--- config.mk ---
export PLATFORM = sky130hd
export DESIGN_NAME = hilo_muldiv
export DESIGN_NICKNAME = d
export VERILOG_FILES = /design/src/rtl/hilo_muldiv.sv
export SDC_FILE = /design/constraint.sdc
export NUM_CORES = 1
export LEC_CHECK = 0
export ABC_AREA = 1
export ABC_CLOCK_PERIOD_IN_PS = 2300
export BUFFER_PORTS_ARGS = -buffer_cell sky130_fd_sc_hd__buf_2
export CAP_MARGIN = 20
export CORE_MARGIN = 2
export CORE_UTILIZATION = 42
export DETAILED_ROUTE_END_ITERATION = 10
export HOLD_SLACK_MARGIN = 0.08
export PLACE_DENSITY = 0.63
export SLEW_MARGIN = 25
export SYNTH_ARGS = -nofsm -noshare
export SYNTH_HDL_FRONTEND = slang
export SYNTH_SLANG_ARGS = --single-unit
--- constraint.sdc ---
create_clock -name clk -period 2.3 [get_ports clk]
set_clock_uncertainty 0.05 [all_clocks]
set_input_delay 0.115 -clock clk [delete_from_list [all_inputs] [get_ports clk]]
set_output_delay 0.115 -clock clk [all_outputs]
set_load 0.005 [all_outputs]
--- src/rtl/hilo_muldiv.sv ---
// hilo_muldiv: execute-stage HI/LO unit. Holds the HI and LO registers,
// runs MULT/MULTU/DIV/DIVU on a shared 32-iteration shift datapath and
// handles MTHI/MTLO moves.
// Optional build macro: HILO_FAST_MUL_EN selects a single-cycle array
// multiply that writes HI/LO in the issue cycle; divide stays iterative.
module hilo_muldiv (
   input  logic        clk,
   input  logic        rst,
   input  logic [1:0]  hi_mdr,
   input  logic        hi_write,
   input  logic        lo_write,
   input  logic        is_signed,
   input  logic [31:0] src_a,
   input  logic [31:0] src_b,
   input  logic        flush,
   output logic        stall,
   output logic        busy,
   output logic [31:0] hi_o,
   output logic [31:0] lo_o
);

   typedef enum logic [1:0] {IDLE = 2'd0, RUN = 2'd1, DONE = 2'd2} state_t;

   state_t      state_reg, state_next;
   logic [4:0]  count_reg;
   logic [31:0] acc_hi_reg, acc_lo_reg, opnd_reg, raw_a_reg;
   logic        op_div_reg, neg_hi_reg, neg_lo_reg, div_zero_reg;
   logic [31:0] hi_reg, lo_reg;

   // Decode of the control fields presented by the instruction in E.
   logic start, start_iter, mthi, mtlo, idle_ok;
   assign start   = (hi_mdr == 2'b01 || hi_mdr == 2'b10) && hi_write && lo_write;
   assign mthi    = (hi_mdr == 2'b11) && hi_write;
   assign mtlo    = lo_write && !hi_write;
   assign idle_ok = (state_reg == IDLE) && !flush;

`ifdef HILO_FAST_MUL_EN
   logic        start_mul;
   logic [63:0] ext_a, ext_b, fast_prod;
   assign start_mul  = start && (hi_mdr == 2'b01);
   assign start_iter = start && (hi_mdr == 2'b10);
   assign ext_a      = {(is_signed ? {32{src_a[31]}} : 32'd0), src_a};
   assign ext_b      = {(is_signed ? {32{src_b[31]}} : 32'd0), src_b};
   // Low 64 bits of the extended product are correct for both signednesses.
   assign fast_prod  = ext_a * ext_b;
`else
   assign start_iter = start;
`endif

   // Operand magnitudes; 0x80000000 negates to itself, which is the
   // correct unsigned magnitude.
   logic        sign_a, sign_b;
   logic [31:0] abs_a, abs_b;
   assign sign_a = is_signed && src_a[31];
   assign sign_b = is_signed && src_b[31];
   assign abs_a  = sign_a ? -src_a : src_a;
   assign abs_b  = sign_b ? -src_b : src_b;

   // One iteration of each algorithm. acc_lo holds dividend/multiplier
   // bits being shifted out; acc_hi holds partial remainder/product.
   logic [32:0] div_shift, div_diff, mul_sum;
   logic        div_ge;
   logic [31:0] iter_hi, iter_lo;
   assign div_shift = {acc_hi_reg, acc_lo_reg[31]};
   assign div_diff  = div_shift - {1'b0, opnd_reg};
   assign div_ge    = !div_diff[32];
   assign mul_sum   = {1'b0, acc_hi_reg} + (acc_lo_reg[0] ? {1'b0, opnd_reg} : 33'd0);
   assign iter_hi   = op_div_reg ? (div_ge ? div_diff[31:0] : div_shift[31:0]) : mul_sum[32:1];
   assign iter_lo   = op_div_reg ? {acc_lo_reg[30:0], div_ge} : {mul_sum[0], acc_lo_reg[31:1]};

   // Sign correction and divide-by-zero override applied in DONE.
   logic [63:0] prod_fix;
   logic [31:0] res_hi, res_lo;
   assign prod_fix = neg_lo_reg ? -{acc_hi_reg, acc_lo_reg} : {acc_hi_reg, acc_lo_reg};
   always_comb begin
      res_hi = prod_fix[63:32];
      res_lo = prod_fix[31:0];
      if (op_div_reg) begin
         if (div_zero_reg) begin
            res_hi = raw_a_reg;
            res_lo = 32'hFFFF_FFFF;
         end else begin
            res_hi = neg_hi_reg ? -acc_hi_reg : acc_hi_reg;
            res_lo = neg_lo_reg ? -acc_lo_reg : acc_lo_reg;
         end
      end
   end

   // State register.
   always_ff @(posedge clk) begin
      if (rst) state_reg <= IDLE;
      else     state_reg <= state_next;
   end

   // Next-state logic; flush aborts from any state.
   always_comb begin
      state_next = state_reg;
      if (flush) begin
         state_next = IDLE;
      end else begin
         case (state_reg)
            IDLE:    if (start_iter) state_next = RUN;
            RUN:     if (count_reg == 5'd31) state_next = DONE;
            DONE:    state_next = IDLE;
            default: state_next = IDLE;
         endcase
      end
   end

   // Stall/busy outputs; stall is combinational on the issue cycle only.
   always_comb begin
      stall = 1'b0;
      busy  = (state_reg != IDLE);
      case (state_reg)
         IDLE:    stall = start_iter && !flush;
         RUN:     stall = 1'b1;
         default: stall = 1'b0;
      endcase
   end

   // Iterative datapath: capture operands on issue, iterate in RUN.
   always_ff @(posedge clk) begin
      if (rst) begin
         count_reg    <= 5'd0;
         acc_hi_reg   <= 32'd0;
         acc_lo_reg   <= 32'd0;
         opnd_reg     <= 32'd0;
         raw_a_reg    <= 32'd0;
         op_div_reg   <= 1'b0;
         neg_hi_reg   <= 1'b0;
         neg_lo_reg   <= 1'b0;
         div_zero_reg <= 1'b0;
      end else if (idle_ok && start_iter) begin
         count_reg    <= 5'd0;
         acc_hi_reg   <= 32'd0;
         acc_lo_reg   <= abs_a;
         opnd_reg     <= abs_b;
         raw_a_reg    <= src_a;
         op_div_reg   <= (hi_mdr == 2'b10);
         neg_hi_reg   <= sign_a;
         neg_lo_reg   <= sign_a ^ sign_b;
         div_zero_reg <= (src_b == 32'd0);
      end else if (state_reg == RUN && !flush) begin
         count_reg    <= count_reg + 5'd1;
         acc_hi_reg   <= iter_hi;
         acc_lo_reg   <= iter_lo;
      end
   end

   // Architectural HI/LO: result commit in DONE, moves (and fast multiply) in IDLE.
   always_ff @(posedge clk) begin
      if (rst) begin
         hi_reg <= 32'd0;
         lo_reg <= 32'd0;
      end else if (state_reg == DONE && !flush) begin
         hi_reg <= res_hi;
         lo_reg <= res_lo;
      end else if (idle_ok) begin
`ifdef HILO_FAST_MUL_EN
         if (start_mul) begin
            hi_reg <= fast_prod[63:32];
            lo_reg <= fast_prod[31:0];
         end else
`endif
         if (mthi)      hi_reg <= src_a;
         else if (mtlo) lo_reg <= src_a;
      end
   end

   assign hi_o = hi_reg;
   assign lo_o = lo_reg;

endmodule

==> results of run 1 <==
==> cell type report <==
class	instances	area (µm²)
clock inverter	10	117.6
inverter	551	2081
clock buffer	34	699.4
tap	600	750.7
fill	4686	18970
multi-input combinational	2634	13960
timing repair buffer	621	4741
sequential	203	4154
==> kinds of logic (layout without fill, tap and decap cells) <==
group           after synthesis  in the layout  share of synthesized area
fa+ha+maj                    74             74                    0.04854
flops                       203            203                     0.2096
xor+xnor                     53             53                    0.02395
simple gates               1881           1881                     0.4002
compound gates              626            626                     0.1809
buf+inv                     687           1216                     0.1367
==> metal layers <==
metal | part of all wire | global-route usage | vias to the layer above
li1 | - | - | 12289
met1 | 0.43 | 0.5192 | 11488
met2 | 0.41 | 0.5258 | 1332
met3 | 0.11 | 0.07775 | 212
met4 | 0.046 | 0.1399 | 6
met5 | 0.00040 | 0 | -
==> stage by stage <==
step,setup TNS (ns),std cells,util,power [µW]
2_1_floorplan,0,3524,-,6152
3_3_place_gp,-3.170,4502,0.5115,7696
3_5_place_dp,-3.537,4502,0.5116,7702
4_1_cts,-0.1098,4634,0.5559,11920
5_1_grt,-4.040,4653,0.5829,12920
6_report,-0.3920,4653,0.5829,12370
==> power groups by stage <==
stage | combinational [µW] | sequential, µW | clock [µW]
after global routing | 5000 | 3750 | 4170
after detailed placement | 3880 | 3820 | 0
final | 4590 | 3740 | 4040
after CTS | 4140 | 3740 | 4040
after global placement | 3880 | 3820 | 0
after floorplan | 2370 | 3780 | 0
==> placed cells by master (no fill, tap or decap), types with 17 or more instances in the layout <==
master / n
dfxtp_2: 21
dfxtp_1: 165
xor2_1: 42
nand4_1: 35
a21oi_1: 200
inv_2: 32
o31ai_1: 24
a21oi_2: 34
nand2_2: 72
o21ai_0: 225
buf_2: 136
nor2_1: 295
ha_4: 34
dfxtp_4: 17
inv_1: 515
buf_4: 388
o211ai_1: 34
a31oi_1: 37
nor2_4: 21
nand2_1: 1064
nand3_1: 245
dlygate4sd3_1: 72
nor3_1: 20
nor2_2: 45
nand3_2: 28
ha_1: 31
clkbuf_16: 26
==> how the worst max path moves through the flow <==
stage                endpoint            from  slack [ns]
5_1_grt        acc_hi_reg[25]   acc_lo_reg[0]       -0.20
3_5_place_dp   acc_hi_reg[24]   acc_lo_reg[0]       -0.24
6_report       acc_hi_reg[25]   acc_lo_reg[0]       -0.09
2_1_floorplan   acc_hi_reg[8]  acc_lo_reg[31]       0.007
3_3_place_gp   acc_hi_reg[24]   acc_lo_reg[0]       -0.24
4_1_cts        acc_hi_reg[24]   acc_lo_reg[0]       -0.05
==> worst max-delay path: cells and delay by family (launching register included) <==
kind                       cells  cell delay [ns]
adders and majority gates      1             0.30
buffers and inverters          7             0.68
AOI/OAI and AO/OA              1             0.12
DFF                            1             0.37
and+or+nand+nor                9             0.78
==> repair_timing <==
item                                    4_1_cts  5_1_grt
resized for setup                            94      282
pin swaps                                    13       54
endpoints found under the setup margin       39       82
hold endpoints to repair                    123        0
cloned                                        1        2
setup buffers                                14       17
hold buffers                                 73        0
==> results.sh, run 1 <==
export IMPL_pwr_share_clk=0.326
export IMPL_synth_most_common_cell="nand2_1"
export IMPL_pin_count=138
export IMPL_root_buffer="clkbuf_16"
export IMPL_gr_total_overflow=0
export IMPL_cts_sinks=203
export IMPL_fin_crit_sh=1.039
export IMPL_port_buffers=137
export IMPL_drive_gt1_frac=0.2332
export IMPL_syn_to_final_growth_pct=36.75
export IMPL_synthCells=3524
export IMPL_clk_latency_ns=0.55
export IMPL_p_per_area_mw_per_mm2=466.8
export IMPL_grt_max_degree=70
export IMPL_cts_htree_levels=1
export IMPL_worstMarginPinSlew_ns=0.6989
export IMPL_avgSynthCellArea_um2=5.501
export IMPL_tritoncts="yes"
export IMPL_p_int_uw=7783
export IMPL_yosysTopAreaCell="nand2_1"
export IMPL_n_antenna_cell=0
export IMPL_power_frac_comb=0.371
export IMPL_rsz0062_at_grt="true"
export IMPL_peakVddDrop_uv=554.7
export IMPL_critPathKind="reg2reg"
export IMPL_fp_coreArea_mm2=0.04548
export IMPL_min_delay_path_depth=5
export IMPL_status="finished with violations"
export IMPL_synth_fp_nets=3670
export IMPL_wl_per_cell_um=19.35
export IMPL_setup_viol=16
export IMPL_dp_hpwl_um=70520
export IMPL_post_route_min_period_ns=2.389
export IMPL_reg2reg_to="acc_hi_reg[25]"
export IMPL_worstPathArrival_ns=2.83
export IMPL_synth_top_area_share=0.2200
export IMPL_viasPerCell=5.443
export IMPL_grt_antenna_before_repair=2
export IMPL_clk_pin_slew_ns=0.07
export IMPL_r2r_start="acc_lo_reg[0]"
export IMPL_reg2reg_slack_ns=-0.09
export IMPL_startpoint_type="flip-flop"
export IMPL_grt_pass1_wl_um=133100
export IMPL_critPathMaxFanout=17
export IMPL_hold_start="src_a[31]"
export IMPL_synth_cell_area_mm2=0.01938
export IMPL_hp_class="in2reg"
export IMPL_swShare=0.3710
export IMPL_finalHoldViolCount=0
export IMPL_max_stage_delay_ns=0.37
export IMPL_critPathSlowestCell="dfxtp_4"
export IMPL_placed_area_mm2=0.02327
export IMPL_numCtsBuffers=24
export IMPL_async_reset_ff_frac=0
export IMPL_path_cells="buf_12 > buf_4 > nand2_1 > inv_1 > ha_4 > nand2_2 > buf_4 > inv_2 > nand2_2 > inv_2 > nand2_2 > nor2_1 > nand2_1 > nand3_1 > nand3_1 > nand2_1 > inv_1 > a21oi_1"
export IMPL_whs_endpoint="neg_lo_reg"
export IMPL_fmax_mhz=418.5
export IMPL_ys_top_cells_by_count="1,136 x nand2_1, 538 x inv_1, 348 x nor2_1"
export IMPL_die_w_um=218.8
export IMPL_die_h_um=218.8
export IMPL_initial_utilization=0.4262
export IMPL_fin_nets=4181
export IMPL_ys_types=53
export IMPL_ys_flop_type="dfxtp_1"
export IMPL_yosys_top_cells_area="nand2_1 22%, dfxtp_1 21%, inv_1 10%, nand3_1 7.0%, nor2_1 6.7%"
export IMPL_clockBufferDepth=3
export IMPL_wl_um=90010
export IMPL_place_ws_ns=-0.2391
export IMPL_hold_slack_ns=0.1158
export IMPL_slew_headroom=0.5330
export IMPL_drcViolationCount=0
export IMPL_gp_congestion=1.055
export IMPL_netSwitchingPower_uw=4590
export IMPL_ys_ff_latch=203
export IMPL_violations="negative setup slack"
export IMPL_drt_pass1_iter_count=6
export IMPL_worstPathRequired_ns=2.74
export IMPL_synth_edf_count=0
export IMPL_slew_viol_final=0
export IMPL_p_seq_frac=0.302
export IMPL_grt_usage=0.3624
export IMPL_row_count=78
export IMPL_yosysWarnings=0
export IMPL_drtIter0Drc=2899
export IMPL_r2r_cells=18
export IMPL_dieArea_mm2=0.04789
export IMPL_leakagePower_uw=0.01401
export IMPL_setup_ws_ns=-0.08950
export IMPL_drv_cap=0
export IMPL_stdcell_area_mm2=0.02651
export IMPL_grt_pass1_vias=22712
export IMPL_critPathCaptureType="flip-flop"
export IMPL_ys_seq_area_frac=0.2096
export IMPL_vias=25327
export IMPL_drtAntennaViolNets=0
No activity file was read; power rests on OpenSTA's default activity.
==> run 2: changes to the inputs <==
Settings changed: SETUP_SLACK_MARGIN set to 0.1.
==> run 2 against run 1 <==
Against the previous run:
- the run still ends with negative setup slack left
- utilization up 3.1 points
- largest cell class unchanged
- design area up 5.3%
- critical path type unchanged
- hold slack worse by 0.016 ns
==> results.sh, run 2 (synthesis gave the netlist of run 1 again) <==
export IMPL_gr_total_overflow=0
export IMPL_die_w_um=218.8
export IMPL_grt_max_degree=80
export IMPL_n_antenna_cell=0
export IMPL_r2r_start="acc_lo_reg[0]"
export IMPL_numCtsBuffers=26
export IMPL_worstMarginPinSlew_ns=0.7795
export IMPL_layout_common_cells="969 x nand2_1, 496 x inv_1, 407 x buf_4"
export IMPL_violations="negative setup slack"
export IMPL_slew_headroom=0.4791
export IMPL_hold_slack_ns=0.09987
export IMPL_critPathSlowestCell="dfxtp_4"
export IMPL_clockBufferDepth=3
export IMPL_post_route_min_period_ns=2.437
export IMPL_tritoncts="yes"
export IMPL_drtIter0Drc=2870
export IMPL_drive_gt1_frac=0.2879
export IMPL_leakagePower_uw=0.01455
export IMPL_hold_start="src_b[0]"
export IMPL_critPathMaxFanout=7
export IMPL_row_count=78
export IMPL_mostFrequentLayoutCell="nand2_1"
export IMPL_grt_antenna_before_repair=0
export IMPL_fmax_mhz=410.4
export IMPL_dp_cells=4527
export IMPL_vias=25788
export IMPL_p_seq_frac=0.283
export IMPL_max_stage_delay_ns=0.41
export IMPL_grt_pass1_vias=22738
export IMPL_fin_crit_sh=1.059
export IMPL_wl_um=93370
export IMPL_path_cells="clkbuf_16 > nand2_1 > inv_2 > ha_4 > nand2_4 > nor2_4 > nand2_2 > nor4_4 > nand2_2 > nand3_2 > nand2_2 > nor2_4 > buf_6 > nor2_4 > a21oi_2"
export IMPL_finalHoldViolCount=0
export IMPL_syn_to_final_growth_pct=43.93
export IMPL_dieArea_mm2=0.04789
export IMPL_gp_congestion=1.055
export IMPL_clk_latency_ns=0.58
export IMPL_fin_cells=4691
export IMPL_drv_cap=0
export IMPL_cts_sinks=203
export IMPL_power_frac_comb=0.385
export IMPL_grt_usage=0.3694
export IMPL_drcViolationCount=0
export IMPL_initial_utilization=0.4262
export IMPL_pwr_share_clk=0.332
export IMPL_fin_nets=4217
export IMPL_critPathCaptureType="flip-flop"
export IMPL_die_h_um=218.8
export IMPL_port_buffers=137
export IMPL_clk_pin_slew_ns=0.06
export IMPL_rsz0062_at_grt="true"
export IMPL_path_delay_family="simple AND/OR/NAND/NOR gates"
export IMPL_setup_viol=30
export IMPL_cts_htree_levels=1
export IMPL_swShare=0.3804
export IMPL_fp_coreArea_mm2=0.04548
export IMPL_pin_count=138
export IMPL_root_buffer="clkbuf_16"
export IMPL_drt_pass1_iter_count=6
export IMPL_p_per_area_mw_per_mm2=473.4
export IMPL_p_int_uw=8185
export IMPL_status="finished with violations"
export IMPL_peakVddDrop_uv=539.0
export IMPL_viasPerCell=5.497
export IMPL_wl_per_cell_um=19.90
export IMPL_slew_viol_final=0
export IMPL_critPathKind="reg2reg"
export IMPL_worstPathArrival_ns=2.88
export IMPL_hp_class="in2reg"
export IMPL_power_uw=13210
export IMPL_critPathBufInv=3
export IMPL_worstPathRequired_ns=2.74
export IMPL_startpoint_type="flip-flop"
export IMPL_grt_pass1_wl_um=135000
export IMPL_place_ws_ns=-0.2317
export IMPL_drtAntennaViolNets=0
export IMPL_netSwitchingPower_uw=5024
export IMPL_fin_setup_tns_ns=-1.086
export IMPL_dp_hpwl_um=71060
export IMPL_crit_path_start="acc_lo_reg[0]"
export IMPL_setup_ws_ns=-0.1366
-- run 2: cell count changes in the layout (fill, tap and decap cells not counted), sizes merged --
cell,previous run,this run
buf,547,575
clkbuf,35,39
dlygate4sd3,72,75
clkinvlp,3,5
bufinv,2,3
clkinv,6,5
inv,550,551
-- run 2: per-stage QoR --
stage | cell area [µm²] | utilization
2_1_floorplan | 19390 | -
5_1_grt | 27900 | 0.6135
6_report | 27900 | 0.6135
4_1_cts | 25910 | 0.5697
3_3_place_gp | 23510 | 0.5169
3_5_place_dp | 23510 | 0.5170
-- run 2: power groups by stage --
| stage | clock network [µW] | registers (µW) | logic, µW |
|---|---|---|---|
| after CTS | 4390 | 3730 | 4450 |
| after global placement | 0 | 3810 | 4050 |
| after detailed placement | 0 | 3810 | 4060 |
| final | 4380 | 3740 | 5090 |
| after global routing | 4520 | 3750 | 5480 |
| after floorplan | 0 | 3780 | 2370 |
-- run 2: layer usage --
metal | track usage | wire length (µm) | vias up
met5 | 0 | 0 | -
met4 | 0.1216 | 4045 | 0
met3 | 0.07831 | 10540 | 216
met2 | 0.5417 | 38560 | 1309
met1 | 0.5331 | 40230 | 11910
li1 | - | - | 12353
-- run 2: path summary, 6_finish.rpt --
path	endpoint	slack, ns	cells after the start
setup / recovery	acc_hi_reg[26]	-0.14	15
hold / removal	opnd_reg[0]	0.1	5
setup reg to reg	acc_hi_reg[26]	-0.14	15
hold reg to reg	raw_a_reg[11]	0.41	2
-- run 2: cell type report --
class / instances / area (µm²)
tap: 600 / 750.7
inverter: 551 / 2088
sequential: 203 / 4134
fill: 4410 / 17580
timing repair buffer: 655 / 5130
multi-input combinational: 2634 / 14900
clock buffer: 35 / 724.4
clock inverter: 13 / 172.7
-- run 2: tightest hold or removal path, stage by stage --
cell	delay (ns)
buf_2	0.10
inv_1	0.06
dlymetal6s4s_1	0.19
buf_4	0.13
o21ai_0	0.08
-- run 2: repair_timing --
item,in CTS,in global routing
hold buffers,77,0
cloned,0,5
endpoints found under the setup margin,54,86
endpoints found under the hold margin,132,0
buffers inserted,9,26
resized for setup,151,486
pin swaps,26,133
